[config.mk]
export PLATFORM = sky130hd
export DESIGN_NAME = fb_port_arbiter
export DESIGN_NICKNAME = d
export VERILOG_FILES = /design/src/rtl/fb_port_arbiter.sv
export SDC_FILE = /design/constraint.sdc
export NUM_CORES = 1
export LEC_CHECK = 0
export CAP_MARGIN = 40
export CORE_ASPECT_RATIO = 1.1
export CORE_MARGIN = 5
export CORE_UTILIZATION = 40
export CTS_CLUSTER_DIAMETER = 80
export CTS_CLUSTER_SIZE = 8
export DETAILED_ROUTE_END_ITERATION = 8
export GPL_TIMING_DRIVEN = 0
export HOLD_SLACK_MARGIN = 0.06
export PLACE_DENSITY_LB_ADDON = 0.12
export SYNTH_ARGS = -nofsm -noshare
export SYNTH_HDL_FRONTEND = slang
export SYNTH_SLANG_ARGS = --single-unit
[constraint.sdc]
create_clock -name clk -period 3.99 [get_ports clk]
set_clock_uncertainty 0.15 [all_clocks]
set_input_delay 0.5985 -clock clk [delete_from_list [all_inputs] [get_ports clk]]
set_output_delay 0.5985 -clock clk [all_outputs]
set_load 0.005 [all_outputs]
[src/rtl/fb_port_arbiter.sv]
// fb_port_arbiter: shares the single-port framebuffer between scan-out reads
// (absolute priority), a full-buffer clear engine and a queued pixel-write port.
// Grant and framebuffer strobes are combinational from current inputs/state.
module fb_port_arbiter #(
  parameter int unsigned FIFO_DEPTH = 8,
  parameter int unsigned XW         = 8,
  parameter int unsigned YW         = 8,
  parameter int unsigned CW         = 12
) (
  input  logic                          clk,
  input  logic                          rst,
  input  logic                          scan_re,
  input  logic [XW-1:0]                 scan_x,
  input  logic [YW-1:0]                 scan_y,
  output logic [CW-1:0]                 scan_color,
  output logic                          scan_valid,
  input  logic                          wr_valid,
  output logic                          wr_ready,
  input  logic [XW-1:0]                 wr_x,
  input  logic [YW-1:0]                 wr_y,
  input  logic [CW-1:0]                 wr_color,
  input  logic                          clr_start,
  input  logic [CW-1:0]                 clr_color,
  output logic                          clr_busy,
  output logic [$clog2(FIFO_DEPTH):0]   fifo_level,
  output logic                          fb_we,
  output logic                          fb_re,
  output logic [XW-1:0]                 fb_x,
  output logic [YW-1:0]                 fb_y,
  output logic [CW-1:0]                 fb_wc,
  input  logic [CW-1:0]                 fb_rc
);

  localparam int unsigned AW = $clog2(FIFO_DEPTH);
  localparam int unsigned LW = AW + 1;
  localparam int unsigned EW = XW + YW + CW;

  localparam logic [1:0] ST_IDLE  = 2'd0;
  localparam logic [1:0] ST_DRAIN = 2'd1;
  localparam logic [1:0] ST_CLEAR = 2'd2;

  logic [1:0]    state;
  logic [1:0]    state_nxt;

  logic [EW-1:0] fifo_mem [FIFO_DEPTH];
  logic [AW-1:0] rd_ptr;
  logic [AW-1:0] wr_ptr;
  logic [LW-1:0] count;
  logic [LW-1:0] count_nxt;
  logic [EW-1:0] head;

  logic [XW-1:0] clr_x;
  logic [YW-1:0] clr_y;
  logic [CW-1:0] clr_col;

  logic          push;
  logic          pop;
  logic          fifo_empty;
  logic          clr_grant;
  logic          clr_last;

  // Handshake and per-cycle grant qualifiers
  assign fifo_empty = (count == '0);
  assign wr_ready   = !rst && (state == ST_IDLE) && (count < LW'(FIFO_DEPTH));
  assign push       = wr_valid && wr_ready;
  assign clr_grant  = !scan_re && (state == ST_CLEAR);
  assign pop        = !scan_re && (state != ST_CLEAR) && !fifo_empty;
  assign clr_last   = (&clr_x) && (&clr_y);
  assign head       = fifo_mem[rd_ptr];

  assign scan_color = fb_rc;
  assign fifo_level = count;
  assign clr_busy   = !rst && ((state == ST_DRAIN) || (state == ST_CLEAR));

  // Occupancy after this cycle's push/pop, used for the DRAIN->CLEAR hand-off
  always_comb begin
    count_nxt = count;
    case ({push, pop})
      2'b10:   count_nxt = count + LW'(1);
      2'b01:   count_nxt = count - LW'(1);
      default: count_nxt = count;
    endcase
  end

  // Framebuffer port mux: scan read, then clear, then queued write
  always_comb begin
    fb_we = 1'b0;
    fb_re = 1'b0;
    fb_x  = '0;
    fb_y  = '0;
    fb_wc = '0;
    if (scan_re) begin
      fb_re = 1'b1;
      fb_x  = scan_x;
      fb_y  = scan_y;
    end else if (state == ST_CLEAR) begin
      fb_we = 1'b1;
      fb_x  = clr_x;
      fb_y  = clr_y;
      fb_wc = clr_col;
    end else if (!fifo_empty) begin
      fb_we = 1'b1;
      {fb_x, fb_y, fb_wc} = head;
    end
  end

  // Next-state logic; queued writes always land before a clear starts
  always_comb begin
    state_nxt = state;
    case (state)
      ST_IDLE: begin
        if (clr_start) begin
          state_nxt = (count_nxt == '0) ? ST_CLEAR : ST_DRAIN;
        end
      end
      ST_DRAIN: begin
        if (count_nxt == '0) begin
          state_nxt = ST_CLEAR;
        end
      end
      ST_CLEAR: begin
        if (clr_grant && clr_last) begin
          state_nxt = ST_IDLE;
        end
      end
      default: state_nxt = ST_IDLE;
    endcase
  end

  // State register
  always_ff @(posedge clk) begin
    if (rst) begin
      state <= ST_IDLE;
    end else begin
      state <= state_nxt;
    end
  end

  // Clear colour is captured only when a clear is actually accepted
  always_ff @(posedge clk) begin
    if (rst) begin
      clr_col <= '0;
    end else if ((state == ST_IDLE) && clr_start) begin
      clr_col <= clr_color;
    end
  end

  // Row-major clear counter; wraps back to (0,0) after the final pixel
  always_ff @(posedge clk) begin
    if (rst) begin
      clr_x <= '0;
      clr_y <= '0;
    end else if (clr_grant) begin
      if (&clr_x) begin
        clr_x <= '0;
        clr_y <= clr_y + YW'(1);
      end else begin
        clr_x <= clr_x + XW'(1);
      end
    end
  end

  // Write-queue pointers and occupancy; reset discards queued entries
  always_ff @(posedge clk) begin
    if (rst) begin
      rd_ptr <= '0;
      wr_ptr <= '0;
      count  <= '0;
    end else begin
      count <= count_nxt;
      if (push) begin
        wr_ptr <= wr_ptr + AW'(1);
      end
      if (pop) begin
        rd_ptr <= rd_ptr + AW'(1);
      end
    end
  end

  // Write-queue storage
  always_ff @(posedge clk) begin
    if (push) begin
      fifo_mem[wr_ptr] <= {wr_x, wr_y, wr_color};
    end
  end

  // Read-data valid tracks the framebuffer's one-cycle read latency
  always_ff @(posedge clk) begin
    if (rst) begin
      scan_valid <= 1'b0;
    end else begin
      scan_valid <= scan_re;
    end
  end

endmodule
==> reports/metrics.cfg, run 1 <==
[clock_network]
cts_max_path_buffers = 3
root_buffer = sky130_fd_sc_hd__clkbuf_16
cts_htree_levels = 2
numClockSinks = 268
number_of_clock_buffers_inserted_by_tritoncts = 39
ctsHoldBuffers = 0
clk_lat_worst_skew_ns = 0.50
post-cts-setup-buffer-count = 0
cts_tree = yes
clk_pin_slew_ns = 0.05

[final_layout]
layout-drive-gt1-share_pct = 19.8
multi_input_area_sq_um = 3040
mostFrequentLayoutCell = sky130_fd_sc_hd__edfxtp_1
final_standard_cell_area_without_fillers_sq_um = 13900
mostFrequentLayoutCells = sky130_fd_sc_hd__edfxtp_1, sky130_fd_sc_hd__clkdlybuf4s50_1, sky130_fd_sc_hd__nand2_1, sky130_fd_sc_hd__mux4_2, sky130_fd_sc_hd__dfxtp_1
register_area_sq_um = 7610
syn_to_final_growth_pct = 27.5
final_core_occ_pct = 51.5
num_antenna_cells = 0
finalNetCount = 898
final_cell_count_no_fill = 1186
final.fill_count = 2215

[floorplan]
rows = 63
ioPinCount = 122
core_region_area_sq_um = 26900
die_y_um = 183
initial_cell_density_of_the_core_pct = 40.4
die_width_um = 167
dieArea_sq_um = 30600

[drt]
num_vias = 6213
wl_cell_um = 21.5
drt-total-wl_um = 25500
firstDrtPassIters = 5
route.detailed.vias_per_inst = 5.24
drt_iter0_drcs = 414
drc = 0
antenna_left = 0

[timing]
setup_repair_after_global_routing_missed_its_margin = no
timing_hold_violations_final = 0
transition_at_the_pin_with_the_smallest_max_transition_slack_ns = 0.873
post-route-min-period_ns = 3.82
fmaxAchievable_mhz = 262
totalNegativeSetupSlack_ns = 0
final-setup-viol-count = 0
final-max-slew-violation-count = 0
max-slew-margin-rel_pct = 41.8
final_period_util_pct = 95.7

[synth]
most_used_flip_flop_cell_after_synthesis = sky130_fd_sc_hd__edfxtp_1
number_of_distinct_library_cells_after_synthesis = 46
number_of_standard_cells_after_synthesis = 651
synth.area.top_cells = sky130_fd_sc_hd__edfxtp_1, sky130_fd_sc_hd__mux4_2, sky130_fd_sc_hd__dfxtp_1
postSynthAreaPerCell_sq_um = 16.7
post_synth_edffs = 224
post_synth_design_cell_area_sq_um = 10900
ys_async_sr_fraction_pct = 0
synth-warning-count = 0
yosys_register_bits = 268
synth.net_count = 734
yosysTopAreaCellShare_pct = 61.9
synth_seq_area_share_pct = 70.0
synth.largest_area_cell = sky130_fd_sc_hd__edfxtp_1

[pwr]
fin_total_pwr_mw = 8.13
power.ir.vdd_worst_uv = 413
power_density_nw_per_um2 = 587
total_leakage_power_nw = 4.52

[placed_design]
routability_congestion = 0.853
placed_area_sq_um = 12700
placed_cells = 1132
sum_of_net_half_perimeters_after_detailed_placement_um = 17900
port_buffers = 107

[setup_path]
critical_path.startpoint_type = flip-flop
critPathKind = reg -> out
setup.worst_path.end_class = output pin
worst_ep_required_time_ns = 3.24
worst-endpoint-arrival_ns = 3.07
critical_path.max_fanout = 10
timing.reg2reg.setup_slack_ns = 0.41

[grt]
grt_max_degree = 19
antenna_found_initial = 2
track_usage_pct = 16.6
grt-ovfl-total = 0
first_global_vias = 6591
grt_pass1_wl_um = 39000

[run]
maxCapViolCount = 0

[worst_hold_path]
hp-class = reg -> reg

[status]
run_status = finished clean

-- power by group --
| group | leakage (nW) | internal (mW) | switching [mW] |
|---|---|---|---|
| clock network | 0.533 | 1.87 | 1.11 |
| logic | 1.61 | 0.982 | 0.953 |
| registers | 2.38 | 3.16 | 0.0556 |
| total | 4.52 | 6.01 | 2.12 |
-- metrics by stage --
stage                     setup slack (ns)  hold slack (ns)
after floorplan                     0.0869            0.287
after global placement               -2.18            0.296
after detailed placement             0.282            0.302
after CTS                          0.00863            0.284
after global routing               0.00419            0.311
final                                0.172            0.307
-- synthesized netlist by cell type (all sizes together), types with 2 or more instances --
| cell | n |
|---|---|
| a21oi | 20 |
| and3 | 5 |
| and4 | 3 |
| buf | 26 |
| clkbuf | 23 |
| dfxtp | 44 |
| edfxtp | 224 |
| ha | 10 |
| inv | 7 |
| mux2i | 32 |
| mux4 | 56 |
| nand2 | 84 |
| nand2b | 4 |
| nand3 | 4 |
| nand4 | 2 |
| nor2 | 30 |
| nor2b | 5 |
| nor3 | 7 |
| nor4 | 2 |
| o21ai | 13 |
| o21ba | 2 |
| o221ai | 16 |
| xnor2 | 7 |
| xor2 | 12 |
-- flip-flops by register name, summed over array words and instances, names as in the netlist, named ones only --
name and cells:
clr_col 12, clr_y 8, fifo_level 4, clr_x 8
state 2, rd_ptr 3, scan_valid 1, wr_ptr 3
fifo_mem 224
-- cell families after synthesis --
kind of cell | after synthesis | share of synthesized area (%)
buffers and inverters | 56 | 2.59
DFF | 268 | 70.0
and+or+nand+nor | 152 | 6.42
AOI/OAI and AO/OA | 57 | 3.61
adders and majority gates | 10 | 1.15
muxes | 89 | 14.7
xor gates and xnor gates | 19 | 1.53
-- area by class of cell --
class | instances | area share, %
tap | 357 | 3.22
buffer | 48 | 1.92
multi-input combinational | 327 | 21.9
clock inverter | 3 | 0.397
inverter | 7 | 0.190
sequential | 268 | 54.9
timing repair buffer | 124 | 9.85
clock buffer | 52 | 7.55
-- per-layer routing --
metal,vias to the layer above,part of all wire (%),global-route usage (%)
met5,-,0.16,0
met4,4,1.7,4.62
met3,34,6.0,4.12
met2,174,51,28.3
met1,3170,41,21.3
li1,2831,-,-
-- what timing repair did --
action                     CTS  global route
resized for setup            6             8
cloned                       0             0
setup endpoints to repair   28            20
-- worst max-delay path, cell delays in order (launching register included) --
cell and delay (ns):
sky130_fd_sc_hd__dfxtp_1 0.33, sky130_fd_sc_hd__buf_2 0.33, sky130_fd_sc_hd__buf_4 0.32, sky130_fd_sc_hd__mux4_2 0.52
sky130_fd_sc_hd__mux2i_1 0.38, sky130_fd_sc_hd__o221ai_1 0.18, sky130_fd_sc_hd__clkdlybuf4s50_1 0.49
-- worst paths after layout --
path                            start                        to  cells past startpoint
max                         flip-flop                   fb_x[3]                      6
min          clr_col[11]$_SDFFE_PP0P_  clr_col[11]$_SDFFE_PP0P_                      2
max reg2reg     state[0]$_SDFFE_PP0P_     state[1]$_SDFFE_PP0P_                     14
min reg2reg  clr_col[11]$_SDFFE_PP0P_  clr_col[11]$_SDFFE_PP0P_                      2
Note: power is estimated with default switching activity, not from simulation.
==> inputs of run 2 (changes only) <==
--- a/config.mk
+++ b/config.mk
@@ -15,5 +15,5 @@
 export GPL_TIMING_DRIVEN = 0
 export HOLD_SLACK_MARGIN = 0.06
-export PLACE_DENSITY_LB_ADDON = 0.12
+export PLACE_DENSITY_LB_ADDON = 0.05
 export SYNTH_ARGS = -nofsm -noshare
 export SYNTH_HDL_FRONTEND = slang
==> constraint.sdc (replaced) <==
create_clock -name clk -period 3.99 [get_ports clk]
set_clock_uncertainty 0.15 [all_clocks]
set_input_delay 0.798 -clock clk [delete_from_list [all_inputs] [get_ports clk]]
set_output_delay 0.798 -clock clk [all_outputs]
set_load 0.005 [all_outputs]
==> run 2 against run 1 <==
Compared with the run above: worst setup slack worse by 0.060 ns; global-route usage is 0.27 points higher; count of clock-buffer cells in the layout is 6 higher; clock power hardly changed; sequential share of layout area is 0.13 points lower; total power is 0.36% higher; sequential power hardly changed; maximum frequency is 1.6% lower; first-iteration DRC count is 11% lower; combinational power is 2% higher; register-to-register slack better by 0.12 ns; utilization is 0.14 points higher; critical path type unchanged; highest routed layer unchanged.
==> reports/metrics.cfg, run 2 (synthesized netlist as in run 1, its figures left out) <==
[status]
run_status = finished clean

[floorplan]
die_y_um = 183  ; unchanged
initial_cell_density_of_the_core_pct = 40.4  ; unchanged
dieArea_sq_um = 30600  ; unchanged
rows = 63  ; unchanged
die_width_um = 167  ; unchanged
ioPinCount = 122  ; unchanged
core_region_area_sq_um = 26900  ; unchanged

[timing]
transition_at_the_pin_with_the_smallest_max_transition_slack_ns = 0.749  ; -0.124 ns
final-setup-viol-count = 0  ; unchanged
final-max-slew-violation-count = 0  ; unchanged
fin_hold_ws_ns = 0.312  ; +0.00559 ns
timing_hold_violations_final = 0  ; unchanged
post-route-min-period_ns = 3.88  ; +0.0604 ns
final_period_util_pct = 97.2  ; +1.5 points
totalNegativeSetupSlack_ns = 0  ; unchanged
fmaxAchievable_mhz = 258  ; -1.6%
setup_repair_after_global_routing_missed_its_margin = no
max-slew-margin-rel_pct = 49.9  ; +8.1 points

[worst_hold_path]
hold_path_end = clr_col[4]$_SDFFE_PP0P_
hold_depth = 2  ; unchanged
hp-class = reg -> reg
hp-start = clr_col[4]$_SDFFE_PP0P_

[clock_network]
root_buffer = sky130_fd_sc_hd__clkbuf_16
number_of_clock_buffers_inserted_by_tritoncts = 39  ; unchanged
ctsHoldBuffers = 0  ; unchanged
cts_max_path_buffers = 3  ; unchanged
cts_htree_levels = 2  ; unchanged
clk_lat_worst_skew_ns = 0.51  ; about the same
numClockSinks = 268  ; unchanged
cts_tree = yes
clk_pin_slew_ns = 0.05  ; about the same

[setup_path]
worst-endpoint-arrival_ns = 2.93  ; -0.14 ns
timing.reg2reg.setup_slack_ns = 0.53  ; +0.12 ns
critPathKind = reg -> out
worst-r2r-cell-count = 14  ; unchanged
cp_slowest_stage_delay_ns = 0.55  ; +0.03 ns
critical_path.most_common_cell = sky130_fd_sc_hd__buf_2
worstPathBufferInverterCount = 5  ; +2
path_delay_family = buffers and inverters
critical_path.slowest_cell = sky130_fd_sc_hd__clkdlybuf4s50_1
critical_path.startpoint_type = flip-flop
cp_cell_sequence = inv_1 -> ha_1 -> buf_2 -> or3_4 -> clkbuf_4 -> buf_2 -> o221ai_1 -> clkdlybuf4s50_1
setup.worst_path.end_class = output pin
worst_r2r_endpoint = state[1]$_SDFFE_PP0P_
worst_ep_required_time_ns = 3.04  ; -0.20 ns
critical_path.max_fanout = 10  ; unchanged
worst_r2r_startpoint = state[0]$_SDFFE_PP0P_

[final_layout]
mostFrequentLayoutCells = sky130_fd_sc_hd__edfxtp_1, sky130_fd_sc_hd__clkdlybuf4s50_1, sky130_fd_sc_hd__nand2_1, sky130_fd_sc_hd__mux4_2, sky130_fd_sc_hd__dfxtp_1
register_area_sq_um = 7610  ; about the same
final_cell_count_no_fill = 1188  ; +0.17%
final_core_occ_pct = 51.7  ; +0.14 points
finalNetCount = 894  ; -0.45%
num_antenna_cells = 0  ; unchanged
largest_register_ff_count = 224  ; unchanged
syn_to_final_growth_pct = 27.9
multi_input_area_sq_um = 3060  ; +0.74%
regMostFlops = fifo_mem
biggestRegsByFlops = fifo_mem x224, clr_col x12
final.fill_count = 2240  ; +1.1%
mostFrequentLayoutCell = sky130_fd_sc_hd__edfxtp_1
layout-drive-gt1-share_pct = 20.0  ; +0.19 points

[pwr]
internal-power_mw = 6.03  ; +0.22%
p_switching_mw = 2.14  ; +0.74%
power.ir.vdd_worst_uv = 272  ; -34%
power.switching_fraction_pct = 26.2  ; +0.098 points
power_density_nw_per_um2 = 588  ; about the same
clock_power_share_pct = 36.3  ; -0.4 points
pwr-share-comb_pct = 24.2  ; +0.4 points
total_leakage_power_nw = 4.52  ; about the same
seq_power_share_pct = 39.5  ; about the same

[grt]
track_usage_pct = 16.9  ; +0.27 points
grt_pass1_wl_um = 39300  ; +0.78%
first_global_vias = 6573  ; -0.27%
grt_max_degree = 21  ; +2
antenna_found_initial = 1  ; -1
grt-ovfl-total = 0  ; unchanged

[placed_design]
placed_cells = 1129  ; -0.27%
sum_of_net_half_perimeters_after_detailed_placement_um = 17400  ; -2.9%
routability_congestion = 0.778  ; -8.8%
port_buffers = 107  ; unchanged

[drt]
wl_cell_um = 21.6  ; +0.35%
antenna_left = 0  ; unchanged
num_vias = 6118  ; -1.5%
route.detailed.vias_per_inst = 5.15  ; -1.7%
firstDrtPassIters = 5  ; unchanged
drt-total-wl_um = 25700  ; +0.52%
drc = 0  ; unchanged
drt_iter0_drcs = 370  ; -11%

[run]
maxCapViolCount = 0  ; unchanged

[run 2: stage by stage]
stage | area [sq um] | setup slack (ns) | power (mW)
final | 13900 | 0.112 | 8.16
after floorplan | 10900 | 0.592 | 4.44
after CTS | 13900 | 0.0290 | 8.28
after detailed placement | 12700 | 0.0221 | 5.23
after global routing | 13900 | 0.000132 | 8.55
after global placement | 12400 | -0.890 | 5.14
[run 2: worst register-to-register path, stage by stage, from the launching register on]
cell	delay [ns]
sky130_fd_sc_hd__dfxtp_1	0.35
sky130_fd_sc_hd__inv_1	0.09
sky130_fd_sc_hd__ha_1	0.19
sky130_fd_sc_hd__buf_2	0.18
sky130_fd_sc_hd__or3_4	0.43
sky130_fd_sc_hd__inv_1	0.16
sky130_fd_sc_hd__ha_1	0.31
sky130_fd_sc_hd__xor2_1	0.11
sky130_fd_sc_hd__ha_1	0.19
sky130_fd_sc_hd__a21oi_1	0.16
sky130_fd_sc_hd__mux2i_1	0.25
sky130_fd_sc_hd__xnor2_1	0.14
sky130_fd_sc_hd__nor4_4	0.32
sky130_fd_sc_hd__nand3_1	0.14
sky130_fd_sc_hd__a221oi_2	0.22
[run 2: cell type report]
type | instances | area share, %
tap | 357 | 3.22
inverter | 7 | 0.189
clock buffer | 58 | 7.54
clock inverter | 3 | 0.450
multi-input combinational | 327 | 22.1
timing repair buffer | 121 | 9.75
sequential | 268 | 54.8
buffer | 47 | 2.01
[run 2: timing repair]
| action | in CTS | in global routing |
|---|---|---|
| gates resized for setup | 21 | 3 |
| setup buffers | 0 | 0 |
| cloned | 0 | 0 |
| endpoints found under the setup margin | 28 | 10 |
[run 2: power groups by stage]
stage	sequential, mW	combinational [mW]	clock, mW
2_1_floorplan	3.26	1.19	0
3_3_place_gp	3.27	1.88	0
5_1_grt	3.23	2.15	3.17
3_5_place_dp	3.27	1.96	0
6_report	3.22	1.98	2.97
4_1_cts	3.22	2.01	3.05
[run 2: worst max-delay path by stage]
stage,from,endpoint,slack (ns),depth (start not counted)
2_1_floorplan,rst,state[1]$_SDFFE_PP0P_,0.59,12
3_3_place_gp,rst,fifo_mem[2][16]$_DFFE_PP_,-0.89,5
3_5_place_dp,flip-flop,fb_x[4],0.02,6
4_1_cts,state[0]$_SDFFE_PP0P_,fb_x[0],0.03,8
5_1_grt,state[0]$_SDFFE_PP0P_,fb_x[0],0.0001,8
6_report,state[0]$_SDFFE_PP0P_,fb_x[5],0.11,8
[run 2: metal layers]
layer  track usage [%]  vias up  share of wire [%]
met4              4.94        2                2.0
li1                  -     2831                  -
met2              28.1      149                 49
met5                 0        -              0.051
met1              22.5     3098                 44
met3              3.66       38                5.1
==> inputs of run 3 (changes only) <==
Settings changed: RECOVER_POWER set to 50.
==> run 3 against run 2 <==
Compared with the run above: maximum frequency is essentially flat; clock power is essentially flat; non-clock buffer count is the same; critical path depth is the same; worst setup slack lost 0.0019 ns; total power is essentially flat; via count is essentially flat; combinational power is essentially flat; sequential power is essentially flat; critical endpoint unchanged.
==> reports/metrics.cfg, run 3 (synthesized netlist as in run 1, its figures left out) <==
[floorplan]
die_y_um = 183  ; unchanged
rows = 63  ; unchanged
dieArea_sq_um = 30600  ; unchanged
die_width_um = 167  ; unchanged
core_region_area_sq_um = 26900  ; unchanged
initial_cell_density_of_the_core_pct = 40.4  ; unchanged
ioPinCount = 122  ; unchanged

[pwr]
internal-power_mw = 6.02  ; -0.14%
power_density_nw_per_um2 = 588  ; about the same
seq_power_share_pct = 39.5  ; about the same
total_leakage_power_nw = 4.53  ; +0.16%
power.ir.vdd_worst_uv = 272  ; about the same
power.switching_fraction_pct = 26.2  ; +0.066 points
fin_total_pwr_mw = 8.16  ; about the same
clock_power_share_pct = 36.4  ; about the same
pwr-share-comb_pct = 24.1  ; about the same
p_switching_mw = 2.14  ; +0.20%

[timing]
timing_hold_violations_final = 0  ; unchanged
setup_ws_ns = 0.110  ; -0.00193 ns
post-route-min-period_ns = 3.88  ; +0.00193 ns
max-slew-margin-rel_pct = 50.2  ; +0.32 points
transition_at_the_pin_with_the_smallest_max_transition_slack_ns = 0.744  ; -0.00479 ns
setup_repair_after_global_routing_missed_its_margin = no
final_period_util_pct = 97.3  ; about the same
final-max-slew-violation-count = 0  ; unchanged
fmaxAchievable_mhz = 258  ; about the same
final-setup-viol-count = 0  ; unchanged

[setup_path]
worst-endpoint-arrival_ns = 2.93  ; about the same
worst_r2r_endpoint = state[1]$_SDFFE_PP0P_
critical_path.startpoint_type = flip-flop
critical_path_depth = 8  ; unchanged
setup.worst_path.end_class = output pin
critical_path.max_fanout = 10  ; unchanged
worst_r2r_startpoint = state[0]$_SDFFE_PP0P_
worst_ep_required_time_ns = 3.04  ; about the same
path_delay_family = buffers and inverters
critical_path.slowest_cell = sky130_fd_sc_hd__clkdlybuf4s50_1
worstPathBufferInverterCount = 5  ; unchanged
timing.reg2reg.setup_slack_ns = 0.45  ; -0.08 ns
cp_slowest_stage_delay_ns = 0.55  ; about the same
critPathKind = reg -> out
critical_path.most_common_cell = sky130_fd_sc_hd__buf_2
cp_cell_sequence = inv_1 -> ha_1 -> buf_2 -> or3_4 -> clkbuf_4 -> buf_2 -> o221ai_1 -> clkdlybuf4s50_1
worst-r2r-cell-count = 15  ; +1

[worst_hold_path]
hp-start = clr_col[4]$_SDFFE_PP0P_
hold_depth = 2  ; unchanged
hp-class = reg -> reg
hold_path_end = clr_col[4]$_SDFFE_PP0P_

[clock_network]
ctsHoldBuffers = 0  ; unchanged
cts_resized = 21  ; unchanged
clk_lat_worst_skew_ns = 0.51  ; about the same
numClockSinks = 268  ; unchanged
cts_htree_levels = 2  ; unchanged
cts_tree = yes
post-cts-setup-buffer-count = 0  ; unchanged
number_of_clock_buffers_inserted_by_tritoncts = 39  ; unchanged
clk_pin_slew_ns = 0.05  ; about the same
root_buffer = sky130_fd_sc_hd__clkbuf_16
cts_max_path_buffers = 3  ; unchanged

[drt]
num_vias = 6112  ; -0.098%
drc = 0  ; unchanged
antenna_left = 0  ; unchanged
drt_iter0_drcs = 349  ; -5.7%
wl_cell_um = 21.6  ; about the same
firstDrtPassIters = 4  ; -1
drt-total-wl_um = 25700  ; about the same
route.detailed.vias_per_inst = 5.14  ; about the same

[grt]
grt_pass1_wl_um = 39300  ; unchanged
first_global_vias = 6573  ; unchanged
grt_max_degree = 21  ; unchanged
grt-ovfl-total = 0  ; unchanged
track_usage_pct = 16.9  ; unchanged
antenna_found_initial = 1  ; unchanged

[status]
run_status = finished clean

[final_layout]
regMostFlops = fifo_mem
layout-drive-gt1-share_pct = 19.9  ; -0.12 points
finalNetCount = 894  ; unchanged
mostFrequentLayoutCell = sky130_fd_sc_hd__edfxtp_1
num_antenna_cells = 0  ; unchanged
mostFrequentLayoutCells = sky130_fd_sc_hd__edfxtp_1, sky130_fd_sc_hd__nand2_1, sky130_fd_sc_hd__clkdlybuf4s50_1, sky130_fd_sc_hd__mux4_2, sky130_fd_sc_hd__dfxtp_1
biggestRegsByFlops = fifo_mem x224, clr_col x12
largest_register_ff_count = 224  ; unchanged
syn_to_final_growth_pct = 27.9  ; about the same

[run]
maxCapViolCount = 0  ; unchanged

[placed_design]
post_placement_setup_slack_ns = 0.0221  ; unchanged
sum_of_net_half_perimeters_after_detailed_placement_um = 17400  ; unchanged
routability_congestion = 0.778  ; unchanged
port_buffers = 107  ; unchanged

## run 3: changes by cell type in the layout (fill, tap and decap cells not counted), sizes merged
cell | before | now
clkdlybuf4s50 | 106 | 65
dlygate4sd3 | 0 | 41
buf | 40 | 39
clkbuf | 79 | 80
## run 3: how the worst max path moves through the flow
stage / slack [ns] / to / start
floorplan: 0.59 / state[1]$_SDFFE_PP0P_ / rst
global placement: -0.89 / fifo_mem[2][16]$_DFFE_PP_ / rst
detailed placement: 0.02 / fb_x[4] / flip-flop
CTS: 0.03 / fb_x[0] / state[0]$_SDFFE_PP0P_
global route: 0.0001 / fb_x[0] / state[0]$_SDFFE_PP0P_
finish: 0.11 / fb_x[5] / state[0]$_SDFFE_PP0P_
## run 3: cell type report
cell class,instances,area (sq um)
buffer,47,278
tap,357,447
fill,2240,13000
inverter,7,26.3
clock inverter,3,62.6
timing repair buffer,121,1350
sequential,268,7610
multi-input combinational,327,3060
clock buffer,58,1050
## run 3: worst min-delay path: stages, from the launching register on
cell                      delay (ns)
sky130_fd_sc_hd__dfxtp_1        0.31
sky130_fd_sc_hd__nand2_1        0.05
sky130_fd_sc_hd__a21oi_1        0.05
## run 3: metrics by stage
| step | setup TNS, ns | cells | util (%) | cell area (sq um) | hold slack, ns |
|---|---|---|---|---|---|
| after floorplan | 0 | 651 | - | 10900 | 0.287 |
| after global placement | -182.46 | 1115 | 46.1 | 12400 | 0.295 |
| after detailed placement | 0 | 1129 | 47.3 | 12700 | 0.301 |
| after CTS | 0 | 1188 | 51.6 | 13900 | 0.308 |
| after global routing | 0 | 1188 | 51.7 | 13900 | 0.342 |
| final | 0 | 1188 | 51.7 | 13900 | 0.312 |
## run 3: power groups by stage
| stage | clock (mW) | combinational, mW | sequential (mW) |
|---|---|---|---|
| after CTS | 3.05 | 2.01 | 3.22 |
| final | 2.97 | 1.96 | 3.22 |
| after floorplan | 0 | 1.19 | 3.26 |
| after global routing | 3.17 | 2.14 | 3.23 |
| after detailed placement | 0 | 1.96 | 3.27 |
| after global placement | 0 | 1.88 | 3.27 |
## run 3: per-layer routing
layer	GRT usage, %	part of all wire, %	wire length, um
met3	3.66	4.8	1230
met4	4.94	1.9	476
met5	0	0.051	13
met2	28.1	49	12700
met1	22.5	44	11300
